<file path="src/rtl/conv2d_seq_ctrl_if.sv">
`default_nettype none
// ============================================================================
// Module      : conv2d_seq_ctrl_if
// Description : Bundles the start/done control, feature/weight SRAM read
//               ports, conv2d_core operand/result and output stream of the
//               conv2d sequencer. The master modport is the sequencer side.
// Revision    : 1.0 - initial release
// ============================================================================
interface conv2d_seq_ctrl_if #(
    parameter int DATA_WIDTH = 8,
    parameter int ADDR_WIDTH = 16
);
    // layer-scheduler control
    logic                               start;
    logic                               busy;
    logic                               done;
    // feature-map SRAM read port
    logic                               fm_rd_en;
    logic [ADDR_WIDTH-1:0]              fm_rd_addr;
    logic [DATA_WIDTH-1:0]              fm_rd_data;
    // weight SRAM read port
    logic                               wt_rd_en;
    logic [ADDR_WIDTH-1:0]              wt_rd_addr;
    logic [DATA_WIDTH-1:0]              wt_rd_data;
    // conv2d_core operands and result
    logic [0:8][DATA_WIDTH-1:0]         core_window;
    logic [0:8][DATA_WIDTH-1:0]         core_weights;
    logic signed [2*DATA_WIDTH-1:0]     core_result;
    // result stream
    logic                               out_valid;
    logic                               out_ready;
    logic signed [2*DATA_WIDTH-1:0]     out_data;
    logic [ADDR_WIDTH-1:0]              out_addr;

    modport master (
        input  start,
        output busy,
        output done,
        output fm_rd_en,
        output fm_rd_addr,
        input  fm_rd_data,
        output wt_rd_en,
        output wt_rd_addr,
        input  wt_rd_data,
        output core_window,
        output core_weights,
        input  core_result,
        output out_valid,
        input  out_ready,
        output out_data,
        output out_addr
    );

    modport slave (
        output start,
        input  busy,
        input  done,
        input  fm_rd_en,
        input  fm_rd_addr,
        output fm_rd_data,
        input  wt_rd_en,
        input  wt_rd_addr,
        output wt_rd_data,
        input  core_window,
        input  core_weights,
        output core_result,
        input  out_valid,
        output out_ready,
        input  out_data,
        input  out_addr
    );
endinterface
`default_nettype wire

</file>
<file path="src/rtl/conv2d_seq_ctrl.sv">
`default_nettype none
// ============================================================================
// Module      : conv2d_seq_ctrl
// Description : Walks one conv2d_core over an IMG_H x IMG_W feature map
//               (3x3 kernel, stride 1, valid padding). Loads the nine
//               weights once, then for each output position fetches the
//               3x3 window, lets the core register its sum and streams the
//               result out with its row-major output address.
// Revision    : 1.0 - initial release
// ============================================================================
module conv2d_seq_ctrl #(
    parameter int DATA_WIDTH = 8,
    parameter int IMG_W      = 8,
    parameter int IMG_H      = 8,
    parameter int ADDR_WIDTH = 16
) (
    input  wire              clk,
    input  wire              rst,
    conv2d_seq_ctrl_if.master bus
);

    localparam logic [2:0] c_ST_IDLE   = 3'd0;
    localparam logic [2:0] c_ST_LOAD_W = 3'd1;
    localparam logic [2:0] c_ST_FETCH  = 3'd2;
    localparam logic [2:0] c_ST_CONV   = 3'd3;
    localparam logic [2:0] c_ST_WRITE  = 3'd4;
    localparam logic [2:0] c_ST_DONE   = 3'd5;

    localparam logic [ADDR_WIDTH-1:0] c_IMG_W    = ADDR_WIDTH'(IMG_W);
    localparam logic [ADDR_WIDTH-1:0] c_OUT_W    = ADDR_WIDTH'(IMG_W - 2);
    localparam logic [ADDR_WIDTH-1:0] c_OUT_H    = ADDR_WIDTH'(IMG_H - 2);
    // jump from the last pixel of one window row to the first of the next
    localparam logic [ADDR_WIDTH-1:0] c_ROW_STEP = ADDR_WIDTH'(IMG_W - 2);

    logic [2:0]                 r_state;
    logic [3:0]                 r_cnt;     // cycle index inside LOAD_W / FETCH
    logic [1:0]                 r_kcol;    // column of the window pixel being issued
    logic [ADDR_WIDTH-1:0]      r_ox;
    logic [ADDR_WIDTH-1:0]      r_oy;
    logic                       r_fm_rd_en;
    logic [ADDR_WIDTH-1:0]      r_fm_rd_addr;
    logic                       r_wt_rd_en;
    logic [ADDR_WIDTH-1:0]      r_wt_rd_addr;
    logic [0:8][DATA_WIDTH-1:0] r_window;
    logic [0:8][DATA_WIDTH-1:0] r_weights;
    logic [ADDR_WIDTH-1:0]      r_out_addr;

    logic                       w_ox_wrap;
    logic                       w_last;
    logic [ADDR_WIDTH-1:0]      w_next_ox;
    logic [ADDR_WIDTH-1:0]      w_next_oy;
    logic [ADDR_WIDTH-1:0]      w_next_base;

    // position that follows the current one and its top-left pixel address
    always_comb begin
        w_ox_wrap   = (r_ox == c_OUT_W - 1'b1);
        w_last      = w_ox_wrap && (r_oy == c_OUT_H - 1'b1);
        w_next_ox   = w_ox_wrap ? '0 : r_ox + 1'b1;
        w_next_oy   = w_ox_wrap ? r_oy + 1'b1 : r_oy;
        w_next_base = w_next_oy * c_IMG_W + w_next_ox;
    end

    // sequencer FSM with registered strobes, addresses and operand registers
    always_ff @(posedge clk) begin
        if (rst) begin
            r_state      <= c_ST_IDLE;
            r_cnt        <= '0;
            r_kcol       <= '0;
            r_ox         <= '0;
            r_oy         <= '0;
            r_fm_rd_en   <= 1'b0;
            r_fm_rd_addr <= '0;
            r_wt_rd_en   <= 1'b0;
            r_wt_rd_addr <= '0;
            r_window     <= '0;
            r_weights    <= '0;
            r_out_addr   <= '0;
        end else begin
            case (r_state)
                c_ST_IDLE: begin
                    if (bus.start) begin
                        r_state      <= c_ST_LOAD_W;
                        r_ox         <= '0;
                        r_oy         <= '0;
                        r_cnt        <= '0;
                        r_wt_rd_en   <= 1'b1;
                        r_wt_rd_addr <= '0;
                    end
                end

                c_ST_LOAD_W: begin
                    // data requested in cycle k-1 arrives in cycle k
                    if (r_cnt != 4'd0) begin
                        r_weights[r_cnt - 4'd1] <= bus.wt_rd_data;
                    end
                    if (r_cnt < 4'd8) begin
                        r_wt_rd_en   <= 1'b1;
                        r_wt_rd_addr <= r_wt_rd_addr + 1'b1;
                    end else begin
                        r_wt_rd_en   <= 1'b0;
                    end
                    if (r_cnt == 4'd9) begin
                        r_state      <= c_ST_FETCH;
                        r_cnt        <= '0;
                        r_kcol       <= '0;
                        r_fm_rd_en   <= 1'b1;
                        r_fm_rd_addr <= '0;   // first window is at (0,0)
                    end else begin
                        r_cnt        <= r_cnt + 4'd1;
                    end
                end

                c_ST_FETCH: begin
                    if (r_cnt != 4'd0) begin
                        r_window[r_cnt - 4'd1] <= bus.fm_rd_data;
                    end
                    if (r_cnt < 4'd8) begin
                        r_fm_rd_en <= 1'b1;
                        if (r_kcol == 2'd2) begin
                            r_fm_rd_addr <= r_fm_rd_addr + c_ROW_STEP;
                            r_kcol       <= 2'd0;
                        end else begin
                            r_fm_rd_addr <= r_fm_rd_addr + 1'b1;
                            r_kcol       <= r_kcol + 2'd1;
                        end
                    end else begin
                        r_fm_rd_en <= 1'b0;
                    end
                    if (r_cnt == 4'd9) begin
                        r_state <= c_ST_CONV;
                        r_cnt   <= '0;
                    end else begin
                        r_cnt   <= r_cnt + 4'd1;
                    end
                end

                c_ST_CONV: begin
                    // the core registers its sum this cycle
                    r_state    <= c_ST_WRITE;
                    r_out_addr <= r_oy * c_OUT_W + r_ox;
                end

                c_ST_WRITE: begin
                    if (bus.out_ready) begin
                        r_ox <= w_next_ox;
                        r_oy <= w_next_oy;
                        if (w_last) begin
                            r_state <= c_ST_DONE;
                        end else begin
                            r_state      <= c_ST_FETCH;
                            r_cnt        <= '0;
                            r_kcol       <= '0;
                            r_fm_rd_en   <= 1'b1;
                            r_fm_rd_addr <= w_next_base;
                        end
                    end
                end

                c_ST_DONE: begin
                    r_state <= c_ST_IDLE;
                end

                default: begin
                    r_state <= c_ST_IDLE;
                end
            endcase
        end
    end

    assign bus.busy         = (r_state != c_ST_IDLE);
    assign bus.done         = (r_state == c_ST_DONE);
    assign bus.out_valid    = (r_state == c_ST_WRITE);
    // operands are frozen in WRITE, so the core result is stable while stalled
    assign bus.out_data     = (r_state == c_ST_WRITE) ? bus.core_result : '0;
    assign bus.out_addr     = r_out_addr;
    assign bus.fm_rd_en     = r_fm_rd_en;
    assign bus.fm_rd_addr   = r_fm_rd_addr;
    assign bus.wt_rd_en     = r_wt_rd_en;
    assign bus.wt_rd_addr   = r_wt_rd_addr;
    assign bus.core_window  = r_window;
    assign bus.core_weights = r_weights;

endmodule
`default_nettype wire

</file>
<file path="src/flat_wrapper.sv">
// flat-port wrapper written by rule: the top's interface ports become plain ports
module conv2d_seq_ctrl_flat 
#(
    parameter int DATA_WIDTH = 8,
    parameter int IMG_W      = 8,
    parameter int IMG_H      = 8,
    parameter int ADDR_WIDTH = 16
)
  (clk, rst, bus_start, bus_busy, bus_done, bus_fm_rd_en, bus_fm_rd_addr, bus_fm_rd_data, bus_wt_rd_en, bus_wt_rd_addr, bus_wt_rd_data, bus_core_window, bus_core_weights, bus_core_result, bus_out_valid, bus_out_ready, bus_out_data, bus_out_addr);
  conv2d_seq_ctrl_if #(.DATA_WIDTH(DATA_WIDTH), .ADDR_WIDTH(ADDR_WIDTH)) bus_i ();
  input  wire clk;
  input  wire rst;
  input wire logic [$bits(bus_i.start)-1:0] bus_start;
  output wire logic [$bits(bus_i.busy)-1:0] bus_busy;
  output wire logic [$bits(bus_i.done)-1:0] bus_done;
  output wire logic [$bits(bus_i.fm_rd_en)-1:0] bus_fm_rd_en;
  output wire logic [$bits(bus_i.fm_rd_addr)-1:0] bus_fm_rd_addr;
  input wire logic [$bits(bus_i.fm_rd_data)-1:0] bus_fm_rd_data;
  output wire logic [$bits(bus_i.wt_rd_en)-1:0] bus_wt_rd_en;
  output wire logic [$bits(bus_i.wt_rd_addr)-1:0] bus_wt_rd_addr;
  input wire logic [$bits(bus_i.wt_rd_data)-1:0] bus_wt_rd_data;
  output wire logic [$bits(bus_i.core_window)-1:0] bus_core_window;
  output wire logic [$bits(bus_i.core_weights)-1:0] bus_core_weights;
  input wire logic [$bits(bus_i.core_result)-1:0] bus_core_result;
  output wire logic [$bits(bus_i.out_valid)-1:0] bus_out_valid;
  input wire logic [$bits(bus_i.out_ready)-1:0] bus_out_ready;
  output wire logic [$bits(bus_i.out_data)-1:0] bus_out_data;
  output wire logic [$bits(bus_i.out_addr)-1:0] bus_out_addr;
  assign bus_i.start = bus_start;
  assign bus_busy = bus_i.busy;
  assign bus_done = bus_i.done;
  assign bus_fm_rd_en = bus_i.fm_rd_en;
  assign bus_fm_rd_addr = bus_i.fm_rd_addr;
  assign bus_i.fm_rd_data = bus_fm_rd_data;
  assign bus_wt_rd_en = bus_i.wt_rd_en;
  assign bus_wt_rd_addr = bus_i.wt_rd_addr;
  assign bus_i.wt_rd_data = bus_wt_rd_data;
  assign bus_core_window = bus_i.core_window;
  assign bus_core_weights = bus_i.core_weights;
  assign bus_i.core_result = bus_core_result;
  assign bus_out_valid = bus_i.out_valid;
  assign bus_i.out_ready = bus_out_ready;
  assign bus_out_data = bus_i.out_data;
  assign bus_out_addr = bus_i.out_addr;
  conv2d_seq_ctrl #(.DATA_WIDTH(DATA_WIDTH), .IMG_W(IMG_W), .IMG_H(IMG_H), .ADDR_WIDTH(ADDR_WIDTH)) u_core (.clk(clk), .rst(rst), .bus(bus_i));
endmodule
</file>
<file path="config.mk">
export PLATFORM = sky130hd
export DESIGN_NAME = conv2d_seq_ctrl_flat
export DESIGN_NICKNAME = d
export VERILOG_FILES = /design/src/rtl/conv2d_seq_ctrl_if.sv /design/src/rtl/conv2d_seq_ctrl.sv /design/src/flat_wrapper.sv
export SDC_FILE = /design/constraint.sdc
export NUM_CORES = 1
export LEC_CHECK = 0
export BUFFER_PORTS_ARGS = -buffer_cell sky130_fd_sc_hd__clkbuf_2
export CAP_MARGIN = 5
export CORE_MARGIN = 3
export CORE_UTILIZATION = 35
export DETAILED_ROUTE_END_ITERATION = 8
export SETUP_SLACK_MARGIN = 0.5
export SYNTH_ARGS = -nofsm -noshare
export SYNTH_HDL_FRONTEND = slang
export SYNTH_SLANG_ARGS = --single-unit
</file>
<file path="constraint.sdc">
create_clock -name clk -period 3.69 [get_ports clk]
set_input_delay 0.738 -clock clk [delete_from_list [all_inputs] [get_ports clk]]
set_output_delay 0.738 -clock clk [all_outputs]
set_load 0.05 [all_outputs]
</file>
==> impl_metrics.csv, run 1 <==
group,metric,value,unit
status,outcome,"completed",
run,drv_cap,0,
detailed_routing,wl_per_cell,17.1,microns
clocking,clk_pin_slew,0.07,ns
power_and_ir_drop,ir_worst_vdd,0.342,mV
sta,setup_viol,0,
sta,fin_crit,3.22,ns
detailed_routing,viasPerCell,5.22,
power_and_ir_drop,netSwitchingFraction,23.4,%
cells_and_area,layout_commonest_cell,"clkbuf_2",
synth,synth_cell_type_count,81,
power_and_ir_drop,clockPowerShare,50.0,%
placed_design,dp_hpwl,26100,microns
detailed_routing,drc,0,
placed_design,place.gp.congestion,0.891,
clocking,cts_buffers,27,
critical_path,cp_data_arrival_time,3.69,ns
synth,synthCells,1446,
placed_design,dp.cells,2077,
cells_and_area,final_cell_mix,"clkbuf_2 (247), dfxtp_1 (226), nor2_1 (190), nand2_1 (155), a21oi_1 (142)",
sta,slew_violations,0,
die,dieArea,36600,sq um
die,ioPinCount,249,
synth,synth-seq-cells,235,
clocking,holdBufCountCts,0,
placed_design,place_ws,0.131,ns
clocking,ctsRootBufferMaster,"clkbuf_16",
sta,setup_slack,0.467,ns
global_route,grt_pass1_wl,56700,microns
cells_and_area,nets,1779,
detailed_routing,drt-total-wl,36800,microns
critical_path,cp_max_fo,6,
critical_path,crit_top_cell,"o31a_1",
power_and_ir_drop,total_power,5630,uW
hold_path,hold_class,"register to register",
clocking,tritoncts,"built",
critical_path,critical_path.cell_chain,"inv_2 -> ha_4 -> nor4b_4 -> nand4_4 -> nor2_4 -> xnor2_1 -> ha_1 -> nor2b_4 -> o31a_1 -> o31a_1 -> o21ai_2 -> o21ai_1 -> or3_1 -> a31oi_1",
critical_path,crit_required,4.15,ns
sta,finClkSkew,0.0149,ns
global_route,antenna_found_initial,0,
synth,synth.net_count,1538,
global_route,track_usage,18.9,%
power_and_ir_drop,switchingPower,1320,uW
sta,max_slew_margin,45.2,%
synth,synth-edff-count,0,
placed_design,port_buffers,248,
die,die_height,191,microns
critical_path,path_buf_inv,1,
die,initial_core_util,35.6,%
clocking,clockBufferDepth,3,
synth,yosysWarnings,0,
synth,async_flop_share,0,%
sta,hold_slack,0.452,ns
critical_path,crit_family,"simple AND/OR/NAND/NOR gates",
detailed_routing,drtPass1Iterations,5,
global_route,grt_pass1_vias,10380,
cells_and_area,syn_to_final_growth,26.3,%
power_and_ir_drop,cellLeakagePower,0.00667,uW
synth,seq_area_frac_synth,39.2,%
power_and_ir_drop,comb_power_share,4.4,%
sta,fin_crit_sh,87.3,%
sta,grt_setup_unrepaired,"true",
detailed_routing,vias,11264,
synth,netlist_area,12000,sq um
synth,syn_area_per_cell,8.30,sq um
clocking,htree_num_levels,1,
critical_path,cpMaxStageDelayCell,"dfxtp_2",
global_route,grt_max_degree,139,
sta,hold_viol,0,
critical_path,cp-end-kind,"register",
cells_and_area,drive_above_1_share,25.6,%
sta,fmax,310,MHz
die,die_width,191,microns
critical_path,critPathKind,"register to register",
cells_and_area,layoutNonFillerInstCount,2156,
critical_path,cp-start-kind,"register",
clocking,insertion_delay,0.54,ns
sta,fin_tns_setup,0,ns
die,core_area,33700,sq um
power_and_ir_drop,internal_power,4310,uW
die,rows,67,
cells_and_area,antenna_cells,0,
detailed_routing,drtIter0Drc,693,
clocking,cts_sinks,235,
detailed_routing,ant_nets,0,
power_and_ir_drop,power_frac_seq,45.5,%
global_route,grt_overflow,0,
sta,worstMarginPinSlew,0.822,ns
synth,ys_dominant_reg_cell,"dfxtp_1",
power_and_ir_drop,power_density,371,nW/um^2
cells_and_area,fill_cells,3352,
critical_path,cp_slowest_stage_delay,0.32,ns
==> flip-flops by register name (all words and copies together) (netlist names) <==
| register | count |
|---|---|
| u_core.bus.wt_rd_en | 1 |
| u_core.bus.fm_rd_addr | 16 |
| u_core.bus.wt_rd_addr | 16 |
| u_core.bus.core_window | 72 |
| u_core.bus.core_weights | 72 |
| u_core.r_ox | 16 |
| u_core.r_oy | 16 |
| u_core.r_state | 3 |
| u_core.bus.fm_rd_en | 1 |
| u_core.bus.out_addr | 16 |
| u_core.r_cnt | 4 |
| u_core.r_kcol | 2 |
==> worst reg2reg max path, delay by kind of cell (launching register included) <==
kind,cells,cell delay (ns)
AO/OA/AOI/OAI,5,1.05
XOR/XNOR,1,0.15
adder cells (fa/ha/maj),2,0.40
buffers and inverters,1,0.06
flip-flops,1,0.32
AND/OR/NAND/NOR,5,1.18
==> power groups by stage <==
stage / combinational (uW) / clock [uW] / sequential, uW
detailed placement: 249 / 0 / 2620
finish: 250 / 2810 / 2560
global route: 271 / 2990 / 2560
floorplan: 150 / 0 / 2630
CTS: 250 / 2890 / 2560
global placement: 249 / 0 / 2620
==> area by class of cell <==
cell class / instances / area, sq um / area share [%]
Multi-Input combinational cell: 1083 / 7120 / 47.0
Sequential cell: 235 / 4720 / 31.2
Timing Repair Buffer: 301 / 1670 / 11.0
Clock buffer: 39 / 751 / 4.95
Tap cell: 448 / 561 / 3.70
Clock inverter: 11 / 174 / 1.15
Inverter: 39 / 154 / 1.02
==> synth_stat cells (14+ instances only) <==
cell	count	share of area (%)
dfxtp_1	235	39
nor2_1	191	6.0
nand2_1	158	4.9
a21oi_1	150	6.3
mux2i_1	91	7.6
nand3_1	77	3.2
clkbuf_1	71	2.2
ha_1	53	5.5
o21ai_0	42	1.8
xnor2_1	40	2.9
inv_1	38	1.2
nor3_1	28	1.2
xor2_1	26	1.9
and2_1	23	1.2
a22oi_1	14	0.88
and3_1	14	0.73
==> per-layer routing <==
metal / up-vias / global-route usage [%] / share of wire, %
li1: 5503 / - / -
met3: 64 / 3.04 / 6.3
met5: - / 0 / 0
met4: 0 / 5.00 / 2.7
met1: 5315 / 27.4 / 47
met2: 382 / 29.3 / 44
==> path summary, 6_finish.rpt <==
check,slack [ns],cells past startpoint,startpoint,to
worst min-delay path,0.45,2,u_core.bus.core_window[37],u_core.bus.core_window[37]
worst max-delay path,0.47,14,u_core.r_ox[1],u_core.bus.fm_rd_addr[15]
worst min register to register,0.45,2,u_core.bus.core_window[37],u_core.bus.core_window[37]
worst max register to register,0.47,14,u_core.r_ox[1],u_core.bus.fm_rd_addr[15]
==> kinds of logic (layout without fill, tap and decap cells) <==
| kind of cell | count (synthesis) | after routing | share of synthesized area, % |
|---|---|---|---|
| buffers and inverters | 128 | 390 | 4.41 |
| xor gates and xnor gates | 66 | 66 | 4.82 |
| muxes | 92 | 92 | 7.70 |
| and+or+nand+nor | 577 | 577 | 23.0 |
| DFF | 235 | 235 | 39.2 |
| AOI/OAI and AO/OA | 292 | 292 | 14.8 |
| adders and majority gates | 56 | 56 | 6.03 |
==> repair_timing <==
action | 4_1_cts | 5_1_grt
endpoints found under the setup margin | 30 | 29
endpoints found under the hold margin | 0 | 0
pin swaps | 29 | 47
buffers inserted | 8 | 21
gates resized for setup | 37 | 59
==> stage by stage <==
step	util [%]	area [sq um]
3_3_place_gp	40.4	13600
3_5_place_dp	40.4	13600
5_1_grt	45.0	15200
4_1_cts	43.8	14800
2_1_floorplan	-	12000
6_report	45.0	15200
No activity file was read; power rests on OpenSTA's default activity.
==> run 2: changes to the inputs <==
--- a/config.mk
+++ b/config.mk
@@ -10,6 +10,7 @@
 export CORE_MARGIN = 3
 export CORE_UTILIZATION = 35
 export DETAILED_ROUTE_END_ITERATION = 8
+export MAX_ROUTING_LAYER = met4
 export SETUP_SLACK_MARGIN = 0.5
 export SYNTH_ARGS = -nofsm -noshare
 export SYNTH_HDL_FRONTEND = slang
==> run 2 against run 1 <==
Effect of this change: hold slack about the same; sequential share of layout area grew 0.28 points; critical path depth unchanged; routed wire length is 0.25% lower; total power shrank 3.9%; utilization is 0.40 points lower; clock-buffer cell count down 6; register-to-register slack worse by 0.04 ns; highest routed layer unchanged.
==> impl_metrics.csv, run 2 (synthesized netlist as in run 1, its figures left out) <==
group,metric,value,unit
cells_and_area,drive_above_1_share,25.7,%
hold_path,hold_class,"register to register",
critical_path,cp_data_arrival_time,3.73,ns
global_route,grt_pass1_vias,10173,
critical_path,crit_required,4.15,ns
placed_design,port_buffers,248,
sta,setup_viol,0,
die,dieArea,36600,sq um
sta,setup_slack,0.426,ns
detailed_routing,drt-total-wl,36700,microns
critical_path,cpMaxStageDelayCell,"ha_1",
placed_design,place.gp.congestion,0.896,
detailed_routing,drtIter0Drc,622,
critical_path,path_buf_inv,1,
clocking,ctsRootBufferMaster,"clkbuf_16",
placed_design,place_ws,0.164,ns
critical_path,crit_family,"simple AND/OR/NAND/NOR gates",
die,rows,67,
run,drv_cap,0,
die,ioPinCount,249,
detailed_routing,drtPass1Iterations,5,
sta,fin_crit,3.26,ns
die,die_height,191,microns
detailed_routing,vias,11083,
critical_path,cp_max_fo,5,
clocking,htree_num_levels,1,
status,outcome,"completed",
sta,hold_viol,0,
cells_and_area,final_cell_mix,"clkbuf_2 (247), dfxtp_1 (224), nor2_1 (188), nand2_1 (158), a21oi_1 (139)",
critical_path,cp.depth,14,
sta,fin_crit_sh,88.4,%
clocking,cts_sinks,235,
clocking,holdBufCountCts,0,
sta,max_slew_margin,35.7,%
critical_path,critical_path.cell_chain,"inv_2 -> ha_4 -> nor4b_4 -> and4_4 -> and3_4 -> xnor2_2 -> ha_1 -> and3_1 -> a22o_1 -> or3_1 -> a41o_1 -> a31oi_1 -> xnor2_1 -> o2bb2ai_1",
global_route,grt_overflow,0,
critical_path,reg2reg_depth,14,
sta,worstMarginPinSlew,0.965,ns
critical_path,cp_slowest_stage_delay,0.34,ns
sta,fin_tns_setup,0,ns
sta,fmax,306,MHz
clocking,cts_buffers,26,
critical_path,critPathKind,"register to register",
cells_and_area,antenna_cells,0,
sta,grt_setup_unrepaired,"true",
clocking,tritoncts,"built",
global_route,antenna_found_initial,0,
critical_path,cp-start-kind,"register",
power_and_ir_drop,power_density,360,nW/um^2
clocking,clockBufferDepth,3,
placed_design,dp_hpwl,26200,microns
clocking,clk_pin_slew,0.07,ns
cells_and_area,syn_to_final_growth,25.1,%
die,die_width,191,microns
die,core_area,33700,sq um
hold_path,holdPathStages,2,
detailed_routing,ant_nets,0,
clocking,insertion_delay,0.54,ns
cells_and_area,layout_commonest_cell,"clkbuf_2",
global_route,track_usage,19.4,%
sta,finClkSkew,0.0180,ns
critical_path,cp-end-kind,"register",
global_route,grt_pass1_wl,56500,microns
cells_and_area,nets,1774,
detailed_routing,drc,0,
detailed_routing,viasPerCell,5.15,
sta,slew_violations,0,
detailed_routing,wl_per_cell,17.1,microns
power_and_ir_drop,ir_worst_vdd,0.311,mV
power_and_ir_drop,cellLeakagePower,0.00666,uW
die,initial_core_util,35.6,%
global_route,grt_max_degree,122,
[run 2: cell types whose count changed in the layout (fill, tap and decap cells not counted), sizes merged]
cell | previous run | this run
buf | 54 | 50
bufinv | 4 | 1
clkbuf | 286 | 280
clkinv | 1 | 10
clkinvlp | 3 | 2
inv | 42 | 41
[run 2: area by class of cell]
type / instances / area (sq um)
clock buffer: 33 / 727
clock inverter: 15 / 131
fill: 3418 / 18700
inverter: 39 / 151
multi-input combinational: 1083 / 7080
sequential: 235 / 4720
tap: 448 / 561
timing repair buffer: 297 / 1640
[run 2: worst min-delay path, cell delays in order (launching register included)]
cell and delay [ns]:
dfxtp_1 0.31, nand2_1 0.05, a21oi_1 0.05
[run 2: metal layers]
layer | up-vias | share of wire (%) | GRT usage [%]
met5 | - | 0 | -
met4 | 0 | 2.0 | 4.26
met3 | 46 | 6.0 | 2.73
met2 | 338 | 44 | 29.6
met1 | 5214 | 48 | 27.5
li1 | 5485 | - | -
[run 2: what timing repair did]
| action | CTS | global route |
|---|---|---|
| gates cloned | 0 | 0 |
| gates resized for setup | 48 | 38 |
| buffers inserted | 11 | 15 |
| pin swaps | 25 | 34 |
| endpoints found under the setup margin | 29 | 31 |
[run 2: where the power goes]
part | switching, uW | internal [uW] | total (uW)
clock network | 1120 | 1480 | 2590
logic | 187 | 64.0 | 251
registers | 16.3 | 2540 | 2560
[run 2: worst paths after layout]
path,start,endpoint,slack [ns]
max,u_core.r_ox[1],u_core.bus.fm_rd_addr[14],0.43
min,u_core.bus.out_addr[9],u_core.bus.out_addr[9],0.45
max reg2reg,u_core.r_ox[1],u_core.bus.fm_rd_addr[14],0.43
min reg2reg,u_core.bus.out_addr[9],u_core.bus.out_addr[9],0.45
[run 2: metrics by stage]
stage	area [sq um]	hold slack, ns	utilization (%)	power [uW]	std cells
after floorplan	12000	0.448	-	2780	1446
after global placement	13600	0.442	40.4	2870	2076
after detailed placement	13600	0.446	40.4	2870	2076
after CTS	14800	0.454	43.8	5470	2135
after global routing	15000	0.473	44.6	5590	2150
final	15000	0.451	44.6	5410	2150
==> run 3: changes to the inputs <==
--- a/config.mk
+++ b/config.mk
@@ -8,9 +8,10 @@
 export BUFFER_PORTS_ARGS = -buffer_cell sky130_fd_sc_hd__clkbuf_2
 export CAP_MARGIN = 5
 export CORE_MARGIN = 3
-export CORE_UTILIZATION = 35
+export CORE_UTILIZATION = 55
 export DETAILED_ROUTE_END_ITERATION = 8
 export MAX_ROUTING_LAYER = met4
+export PLACE_DENSITY = 0.8
 export SETUP_SLACK_MARGIN = 0.5
 export SYNTH_ARGS = -nofsm -noshare
 export SYNTH_HDL_FRONTEND = slang
==> run 3 against run 2 <==
Effect of this change: sequential power hardly changed; register-to-register slack got worse by 0.05 ns; worst setup slack worse by 0.047 ns; clock-buffer cell count grew 3; via count grew 3.2%; sequential share of layout area up 0.34 points; design area decreased by 0.92%; fmax is 1.4% lower; combinational power about the same; non-clock buffer count decreased by 3; critical path depth up 1; clock skew down 0.0024 ns; largest cell class unchanged; largest power group unchanged.
==> impl_metrics.csv, run 3 (synthesized netlist as in run 1, its figures left out) <==
group,metric,value,unit
critical_path,r2r-start,"u_core.r_oy[1]",
critical_path,reg2reg_depth,15,
sta,fin_tns_setup,0,ns
sta,hold_viol,0,
placed_design,dp_hpwl,24800,microns
power_and_ir_drop,total_power,5600,uW
die,dieArea,23600,sq um
sta,fmax,302,MHz
critical_path,crit_top_cell,"xnor2_1",
detailed_routing,viasPerCell,5.80,
critical_path,path_buf_inv,2,
clocking,clk_pin_slew,0.06,ns
clocking,tritoncts,"built",
global_route,grt_overflow,0,
critical_path,cp_data_arrival_time,3.69,ns
cells_and_area,drive_above_1_share,25.7,%
hold_path,hold_class,"register to register",
hold_path,min_from,"u_core.bus.out_addr[4]",
power_and_ir_drop,power_density,376,nW/um^2
sta,slew_violations,0,
critical_path,cp-end-kind,"register",
sta,fin_crit_sh,89.7,%
power_and_ir_drop,cellLeakagePower,0.00667,uW
sta,max_slew_margin,39.1,%
die,initial_core_util,56.6,%
clocking,clockBufferDepth,3,
cells_and_area,nets,1771,
sta,finClkSkew,0.0156,ns
sta,worstMarginPinSlew,0.913,ns
clocking,htree_num_levels,1,
detailed_routing,drt-total-wl,35700,microns
detailed_routing,ant_nets,0,
critical_path,cp_max_fo,4,
detailed_routing,drc,0,
run,drv_cap,0,
hold_path,holdPathStages,2,
critical_path,cp-start-kind,"register",
cells_and_area,fill_cells,1688,
power_and_ir_drop,ir_worst_vdd,0.406,mV
global_route,grt_pass1_vias,10474,
cells_and_area,layout_commonest_cell,"clkbuf_2",
cells_and_area,syn_to_final_growth,24.0,%
clocking,ctsRootBufferMaster,"clkbuf_16",
cells_and_area,final_cell_mix,"clkbuf_2 (247), dfxtp_1 (220), nor2_1 (189), nand2_1 (158), a21oi_1 (141)",
status,outcome,"completed",
detailed_routing,vias,11435,
critical_path,rrSetupSlack,0.38,ns
clocking,cts_sinks,235,
critical_path,crit_required,4.07,ns
critical_path,cp_slowest_stage_delay,0.39,ns
clocking,cts_buffers,26,
clocking,insertion_delay,0.53,ns
critical_path,r2r-end,"u_core.bus.out_addr[15]",
placed_design,place.gp.congestion,0.913,
critical_path,cpMaxStageDelayCell,"dfxtp_4",
cells_and_area,antenna_cells,0,
critical_path,critical_path.cell_chain,"ha_4 -> inv_4 -> fa_2 -> o21bai_1 -> a21oi_2 -> buf_4 -> xnor2_1 -> ha_1 -> o21a_1 -> o21ba_4 -> a211oi_4 -> o221ai_1 -> a21oi_1 -> xnor2_1 -> a211oi_1",
global_route,antenna_found_initial,0,
critical_path,cp.depth,15,
placed_design,port_buffers,248,
critical_path,critPathKind,"register to register",
hold_path,hold_end,"u_core.bus.out_addr[4]",
die,core_area,21200,sq um
detailed_routing,drtPass1Iterations,6,
detailed_routing,drtIter0Drc,1029,
global_route,track_usage,29.1,%
die,die_width,154,microns
critical_path,crit_family,"compound AO/OA/AOI/OAI gates",
die,rows,53,
detailed_routing,wl_per_cell,18.1,microns
sta,grt_setup_unrepaired,"true",
die,ioPinCount,249,
sta,fin_crit,3.31,ns
global_route,grt_pass1_wl,55800,microns
global_route,grt_max_degree,186,
die,die_height,154,microns
sta,setup_viol,0,
==> run 3: cell count changes in the layout (fill, tap and decap cells not counted), moves of 3 or more <==
| cell | before | now |
|---|---|---|
| buf_4 | 44 | 40 |
| dfxtp_1 | 224 | 220 |
| clkbuf_8 | 5 | 8 |
| bufinv_16 | 1 | 4 |
| dfxtp_2 | 9 | 12 |
| clkinv_2 | 7 | 4 |
==> run 3: how the worst max path moves through the flow <==
stage,from,to,slack (ns)
after global routing,u_core.r_oy[1],u_core.bus.out_addr[15],0.20
after CTS,u_core.r_oy[1],u_core.bus.out_addr[15],0.45
final,u_core.r_oy[1],u_core.bus.out_addr[15],0.38
after detailed placement,u_core.r_oy[1],u_core.bus.out_addr[15],0.25
after global placement,u_core.r_ox[1],u_core.bus.fm_rd_addr[14],0.32
after floorplan,u_core.r_oy[0],u_core.bus.out_addr[15],0.49
==> run 3: report_power, final <==
part           switching (uW)  total (uW)  internal (uW)
Sequential               17.0        2560           2540
Combinational             186         250           64.0
Clock                    1060        2790           1730
==> run 3: final cells by class <==
type                            instances  area [sq um]  share of cell area [%]
Timing Repair Buffer                  294          1620                    10.9
Clock inverter                         10           165                    1.11
Tap cell                              275           344                    2.31
Clock buffer                           36           768                    5.16
Multi-Input combinational cell       1083          7100                    47.7
Inverter                               39           149                    1.00
Sequential cell                       235          4730                    31.8
==> run 3: layer usage <==
metal	part of all wire, %	wire length [microns]	vias up	GRT usage, %
met5	0	0	-	-
met4	2.3	811	0	7.15
met3	7.9	2820	66	3.63
met2	47	16700	502	46.4
met1	43	15400	5380	39.6
li1	-	-	5487	-
==> run 3: metrics by stage <==
| stage | utilization, % | cells | cell area (sq um) | setup WS, ns | hold WS (ns) |
|---|---|---|---|---|---|
| after floorplan | - | 1446 | 12000 | 0.494 | 0.448 |
| after global placement | 63.1 | 1902 | 13400 | 0.319 | 0.438 |
| after detailed placement | 63.1 | 1902 | 13400 | 0.252 | 0.445 |
| after CTS | 68.8 | 1963 | 14600 | 0.449 | 0.454 |
| after global routing | 70.1 | 1972 | 14900 | 0.204 | 0.465 |
| final | 70.1 | 1972 | 14900 | 0.380 | 0.450 |
==> run 3: repair_timing <==
| action | 4_1_cts | 5_1_grt |
|---|---|---|
| gates resized for setup | 41 | 50 |
| hold buffers | 0 | 0 |
| setup buffers | 15 | 9 |
| setup endpoints to repair | 29 | 28 |
| pin swaps | 26 | 31 |
==> run 3: worst min-delay path: stages, from the launching register on <==
cell	delay [ns]
dfxtp_1	0.30
nand2_1	0.05
a21oi_1	0.05
